File: src/rtl/piano_pkg.sv
// Shared voice state encoding and key width for the polyphonic note player.
package piano_pkg;
    typedef enum logic {
        IDLE = 1'b0,
        RING = 1'b1
    } voice_state_t;

    localparam int KEY_W = 8;
endpackage

File: src/rtl/note_voice.sv
// One square-wave voice: loads on start_i, rings for dur_i cycles toggling every half_i cycles.
// Next-cycle response to start/stop; start wins over expiry so a retrigger on the last cycle keeps ringing.
module note_voice
    import piano_pkg::*;
#(
    parameter int DIV_W = 17,
    parameter int DUR_W = 26
) (
    input  logic             clk_i,
    input  logic             rst_i,
    input  logic             start_i,
    input  logic             stop_i,
    input  logic [KEY_W-1:0] key_i,
    input  logic [DIV_W-1:0] half_i,
    input  logic [DUR_W-1:0] dur_i,
    output logic             ring_o,
    output logic             level_o,
    output logic [KEY_W-1:0] key_o
);

    voice_state_t     state_q;
    logic [KEY_W-1:0] key_q;
    logic [DIV_W-1:0] half_q;
    logic [DUR_W-1:0] dur_q;
    logic [DIV_W-1:0] div_q;
    logic             level_q;

    always_ff @(posedge clk_i or posedge rst_i) begin
        if (rst_i) begin
            state_q <= IDLE;
            key_q   <= '0;
            half_q  <= '0;
            dur_q   <= '0;
            div_q   <= '0;
            level_q <= 1'b0;
        end else if (start_i) begin
            state_q <= RING;
            key_q   <= key_i;
            half_q  <= half_i;
            dur_q   <= dur_i;
            div_q   <= '0;
            level_q <= 1'b0;
        end else begin
            case (state_q)
                RING: begin
                    // dur_q==1 marks the final ringing cycle
                    if (stop_i || dur_q == DUR_W'(1)) begin
                        state_q <= IDLE;
                        dur_q   <= '0;
                        div_q   <= '0;
                        level_q <= 1'b0;
                    end else begin
                        dur_q <= dur_q - DUR_W'(1);
                        if (div_q == half_q - DIV_W'(1)) begin
                            div_q   <= '0;
                            level_q <= ~level_q;
                        end else begin
                            div_q <= div_q + DIV_W'(1);
                        end
                    end
                end
                default: ;
            endcase
        end
    end

    assign ring_o  = (state_q == RING);
    assign level_o = level_q;
    assign key_o   = key_q;

endmodule

File: src/rtl/poly_note_player.sv
// Polyphonic square-wave player: voice allocation by key plus sigma-delta mixer to a 1-bit stream.
// Voices react one cycle after acceptance; oNoteReady drops only when a new press finds no voice (always 1 with POLY_NOTE_PLAYER_VOICE_STEAL_EN).
module poly_note_player
    import piano_pkg::*;
#(
    parameter int VOICES = 4,
    parameter int DIV_W  = 17,
    parameter int DUR_W  = 26
) (
    input  logic              iClk,
    input  logic              iReset,
    input  logic              iNoteValid,
    output logic              oNoteReady,
    input  logic              iNoteOff,
    input  logic [KEY_W-1:0]  iNoteKey,
    input  logic [DIV_W-1:0]  iNoteHalfPeriod,
    input  logic [DUR_W-1:0]  iDuration,
    output logic              oPWM,
    output logic [VOICES-1:0] oActive
);

    localparam int AW = $clog2(VOICES) + 1;

    logic [VOICES-1:0] ring, level, match, match_sel, idle_sel, start_sel, stop_sel;
    logic [KEY_W-1:0]  voice_key [VOICES];
    logic              found_idle, found_match, any_match, any_idle, rest, accept, press;

    for (genvar g = 0; g < VOICES; g++) begin : g_voice
        note_voice #(
            .DIV_W(DIV_W),
            .DUR_W(DUR_W)
        ) u_voice (
            .clk_i  (iClk),
            .rst_i  (iReset),
            .start_i(start_sel[g]),
            .stop_i (stop_sel[g]),
            .key_i  (iNoteKey),
            .half_i (iNoteHalfPeriod),
            .dur_i  (iDuration),
            .ring_o (ring[g]),
            .level_o(level[g]),
            .key_o  (voice_key[g])
        );
        assign match[g] = ring[g] && (voice_key[g] == iNoteKey);
    end

    always_comb begin
        idle_sel    = '0;
        match_sel   = '0;
        found_idle  = 1'b0;
        found_match = 1'b0;
        for (int i = 0; i < VOICES; i++) begin
            if (!ring[i] && !found_idle) begin
                idle_sel[i] = 1'b1;
                found_idle  = 1'b1;
            end
            if (match[i] && !found_match) begin
                match_sel[i] = 1'b1;
                found_match  = 1'b1;
            end
        end
    end

    assign any_match = |match;
    assign any_idle  = |idle_sel;
    assign rest      = (iNoteHalfPeriod == '0) || (iDuration == '0);
    assign accept    = iNoteValid && oNoteReady && !iReset;
    assign press     = accept && !iNoteOff && !rest;
    assign stop_sel  = (accept && iNoteOff) ? match : '0;

`ifdef POLY_NOTE_PLAYER_VOICE_STEAL_EN
    localparam int PW = $clog2(VOICES);
    logic [PW-1:0]     steal_ptr_q, steal_ptr_d;
    logic [VOICES-1:0] steal_sel;
    logic              steal;

    assign steal = press && !any_match && !any_idle;

    always_comb begin
        steal_sel              = '0;
        steal_sel[steal_ptr_q] = 1'b1;
        steal_ptr_d            = steal_ptr_q;
        if (steal) begin
            steal_ptr_d = (steal_ptr_q == PW'(VOICES - 1)) ? '0 : steal_ptr_q + PW'(1);
        end
    end

    always_ff @(posedge iClk or posedge iReset) begin
        if (iReset) steal_ptr_q <= '0;
        else        steal_ptr_q <= steal_ptr_d;
    end

    assign oNoteReady = 1'b1;
`else
    assign oNoteReady = iReset || iNoteOff || any_match || rest || any_idle;
`endif

    always_comb begin
        start_sel = '0;
        if (press) begin
            if (any_match)     start_sel = match_sel;
            else if (any_idle) start_sel = idle_sel;
`ifdef POLY_NOTE_PLAYER_VOICE_STEAL_EN
            else               start_sel = steal_sel;
`endif
        end
    end

    // First-order sigma-delta: pulse density on oPWM equals high voices / VOICES
    logic [AW-1:0] lvl_cnt, acc_q, acc_d;
    logic [AW:0]   sum;
    logic          pwm_q, pwm_d;

    always_comb begin
        lvl_cnt = '0;
        for (int i = 0; i < VOICES; i++) begin
            lvl_cnt = lvl_cnt + AW'(level[i]);
        end
        sum = {1'b0, acc_q} + {1'b0, lvl_cnt};
        if (sum >= (AW+1)'(VOICES)) begin
            acc_d = sum[AW-1:0] - AW'(VOICES);
            pwm_d = 1'b1;
        end else begin
            acc_d = sum[AW-1:0];
            pwm_d = 1'b0;
        end
    end

    always_ff @(posedge iClk or posedge iReset) begin
        if (iReset) begin
            acc_q <= '0;
            pwm_q <= 1'b0;
        end else begin
            acc_q <= acc_d;
            pwm_q <= pwm_d;
        end
    end

    assign oPWM    = pwm_q;
    assign oActive = ring;

endmodule

File: config.mk
export PLATFORM = sky130hd
export DESIGN_NAME = poly_note_player
export DESIGN_NICKNAME = d
export VERILOG_FILES = /design/src/rtl/piano_pkg.sv /design/src/rtl/note_voice.sv /design/src/rtl/poly_note_player.sv
export SDC_FILE = /design/constraint.sdc
export NUM_CORES = 1
export LEC_CHECK = 0
export BUFFER_PORTS_ARGS = -buffer_cell sky130_fd_sc_hd__buf_2
export CORE_MARGIN = 5
export CORE_UTILIZATION = 59
export DETAILED_ROUTE_END_ITERATION = 12
export PLACE_DENSITY = 0.76
export SLEW_MARGIN = 20
export SYNTH_ARGS = -nofsm -noshare
export SYNTH_HDL_FRONTEND = slang
export SYNTH_SLANG_ARGS = --single-unit
File: constraint.sdc
create_clock -name iClk -period 12.8 [get_ports iClk]
set_input_delay 0.64 -clock iClk [delete_from_list [all_inputs] [get_ports iClk]]
set_output_delay 0.64 -clock iClk [all_outputs]
set_load 0.05 [all_outputs]
==> out/results.ini <==
[outcome]
status = completed

[global_route]
use_met2_pct = 48.9
antenna_found_initial = 0
grt_start_max_net_pins = 138
first_global_vias = 15285
globalRoute.busiestLayer = met2
met3_usage_pct = 4.84
grt_overflow = 0
grt_util_met1_pct = 36.6
grt_pass1_wl_mm = 78.4
track_usage_pct = 28.6

[sta]
finalCritPeriodShare_pct = 32.1
final-max-slew-violation-count = 0
fin_skew_ns = 0.0148
whs_ns = 0.324
setup_viol = 0
setup_tns_ns = 0
fin_crit_ns = 4.11
slew_headroom_pct = 27.0
setup_ws_ns = 8.69
fmax_mhz = 243
rsz0062_at_grt = false
hold_viol = 0
worstMarginPinSlew_ns = 1.09

[yosys]
synth_xor_area_share_pct = 6.09
syn_nets = 2117
synthArstFlopShare_pct = 100
synth.top_cells.by_area = dfrtp_1 (41%), nand2_1 (5.2%), mux2_2 (4.9%), nor2_1 (4.4%), xnor2_1 (4.0%)
synth_fa_ha_area_share_pct = 1.55
synthCells = 2042
synth_area_leader_cell = dfrtp_1
syn-mean-instance-area_um2 = 8.59
yosys_warnings = 0
synth_top_area_share_pct = 40.5
synth.distinct_cells = 83
yosysSeqAreaShare_pct = 40.5
ys.flop_type = dfrtp_1
synth_compound_area_share_pct = 16.3
synth_enable_flop_cells = 0
syn-cell-area_mm2 = 0.0175
synth_top_family_by_area = simple AND/OR/NAND/NOR gates
ys_ff_latch = 284
synth-simple-area-share_pct = 25.3
synthMuxAreaShare_pct = 6.48

[power_and_ir_drop]
power_density_mw_per_mm2 = 210
internal_power_w = 0.00244
p_sw_w = 0.00157
seqPwrFrac_pct = 42.0
switching_share_pct = 39.2
total_power_w = 0.00402
clkPwrFrac_pct = 24.3
p_leak_nw = 7.73
ir_worst_vdd_v = 0.000136
power_frac_comb_pct = 33.7

[clock_network]
cts_buffers = 34
root_buffer = clkbuf_16
clk_pin_slew_ns = 0.06
cts.hold.buffers_added = 0
clockBufferDepth = 3
clk_latency_ns = 0.51
ctsResizeCount = 0
cts_tree = built
numClockSinks = 284
htree_levels = 2
post_cts_buffers = 0

[finish]
layoutNonFillerInstCount = 2445
diodes = 0
area.growth.synth_to_final_pct = 9.05
drive_above_1_share_pct = 12.2
final_nets = 2108

[floorplanning]
io_pins = 61
die_area_mm2 = 0.0333
die_h_um = 182
fp.coreArea_mm2 = 0.0295
initial_utilization_pct = 59.5
row_count = 63
die_w_um = 182

[place]
post-place-ws_ns = 8.66
dp_cells = 2387
io_buffer_count = 60
gp_congestion = 0.912
dp_hpwl_mm = 32.3

[min_path]
hold_path_class = input pin to asynchronous set/reset pin

[critical_path]
crit_type = flop to flop
cp.required_ns = 13.14
end_kind = flop
critPathMaxFanout = 12
arrival_ns = 4.45
start_kind = flop

[drt]
drt_iter0_drc = 1261
viasPerCell = 6.45
wire_per_inst_um = 19.6
totalWireLength_mm = 47.9
antenna_left = 0
vias = 15775
route.detailed.drc = 0
firstDrtPassIters = 6

[job]
drv_cap = 0

==> state kept, by name, summed over array words and instances (netlist names) <==
signal and cells:
g_voice.u_voice.dur_q 104, g_voice.u_voice.half_q 68, oPWM 1, g_voice.u_voice.key_o 32, g_voice.u_voice.ring_o 4, g_voice.u_voice.div_q 68, acc_q 3, g_voice.u_voice.level_o 4
==> worst max-delay path: stages, from the launching register on <==
cell and delay [ns]:
dfrtp_1 0.42, inv_1 0.09, ha_1 0.20, nor3b_1 0.68
xnor2_1 0.19, a31oi_1 0.09, or3_1 0.34, a2111oi_0 0.69
a21oi_1 0.29, o22ai_1 0.81, nor2_1 0.13
==> per-stage QoR <==
stage	utilization [%]	instance area [um2]
after global placement	61.0	18000
after global routing	64.9	19100
after detailed placement	61.0	18000
after floorplan	-	17500
after CTS	64.8	19100
final	64.9	19100
==> cell families (layout without fill, tap and decap cells) <==
kind of cell,Yosys count,in the layout
and+or+nand+nor,892,892
AOI/OAI and AO/OA,454,454
DFF,284,284
buffers and inverters,166,179
xor gates and xnor gates,122,122
muxes,104,104
adders and majority gates,20,20
==> layout make-up <==
cell class	instances	area [um2]
Fill cell	2469	10300
Multi-Input combinational cell	1592	9830
Sequential cell	284	7110
Clock buffer	49	1020
Tap cell	390	488
Timing Repair Buffer	74	405
Inverter	47	184
Clock inverter	9	97.6
==> power groups by stage <==
stage | clock (W) | sequential (W) | combinational [W]
after CTS | 0.000988 | 0.00167 | 0.00135
final | 0.000975 | 0.00169 | 0.00135
after floorplan | 0 | 0.00153 | 0.00114
after global routing | 0.00102 | 0.00174 | 0.00152
after detailed placement | 0 | 0.00169 | 0.00133
after global placement | 0 | 0.00167 | 0.00128
==> layout by cell type, fill, tap and decap left out, types with 16 or more instances in the layout <==
master,n
dfrtp_1,284
nand2_1,242
nor2_1,201
a21oi_1,135
o21ai_0,132
nor3_1,88
xnor2_1,80
mux2_2,76
nand3_1,70
nor4_1,62
buf_2,60
inv_1,46
xor2_1,42
or3_1,40
clkbuf_16,37
mux2i_1,28
nand4_1,26
or2_2,23
and3_1,21
a31oi_1,21
or4_1,19
ha_1,17
a22oi_1,16
a21o_1,16
==> cells in the mapped netlist (all sizes together), types with 21 or more instances <==
master / count
nor4: 66
xor2: 42
o21ai: 145
nand4: 26
mux2i: 28
or2: 24
nor3: 89
a31oi: 21
a21oi: 135
xnor2: 80
nand3: 70
and3: 21
or3: 40
inv: 47
mux2: 76
nor2: 204
dfrtp: 284
nand2: 244
clkbuf: 104
==> worst paths after layout <==
path / from / to / slack [ns] / cells past startpoint
hold reg to reg: g_voice[3].u_voice.key_o[2] / g_voice[3].u_voice.key_o[2] / 0.49 / 2
setup reg to reg: g_voice[1].u_voice.half_q[0] / g_voice[1].u_voice.div_q[16] / 8.69 / 10
min in group iClk: iNoteHalfPeriod[9] / g_voice[3].u_voice.half_q[9] / 0.42 / 3
setup / recovery: g_voice[1].u_voice.half_q[0] / g_voice[1].u_voice.div_q[16] / 8.69 / 10
hold / removal: iReset / g_voice[1].u_voice.key_o[6] / 0.32 / 2
max in group asynchronous: iReset / g_voice[2].u_voice.half_q[5] / 10.93 / 3
==> layer usage <==
layer	routed length [um]	vias up	part of all wire, %
met3	3510	122	7.3
li1	-	7344	-
met4	1710	0	3.6
met1	19400	7690	40
met5	0	-	0
met2	23300	619	49
Note: power is estimated with default switching activity, not from simulation.
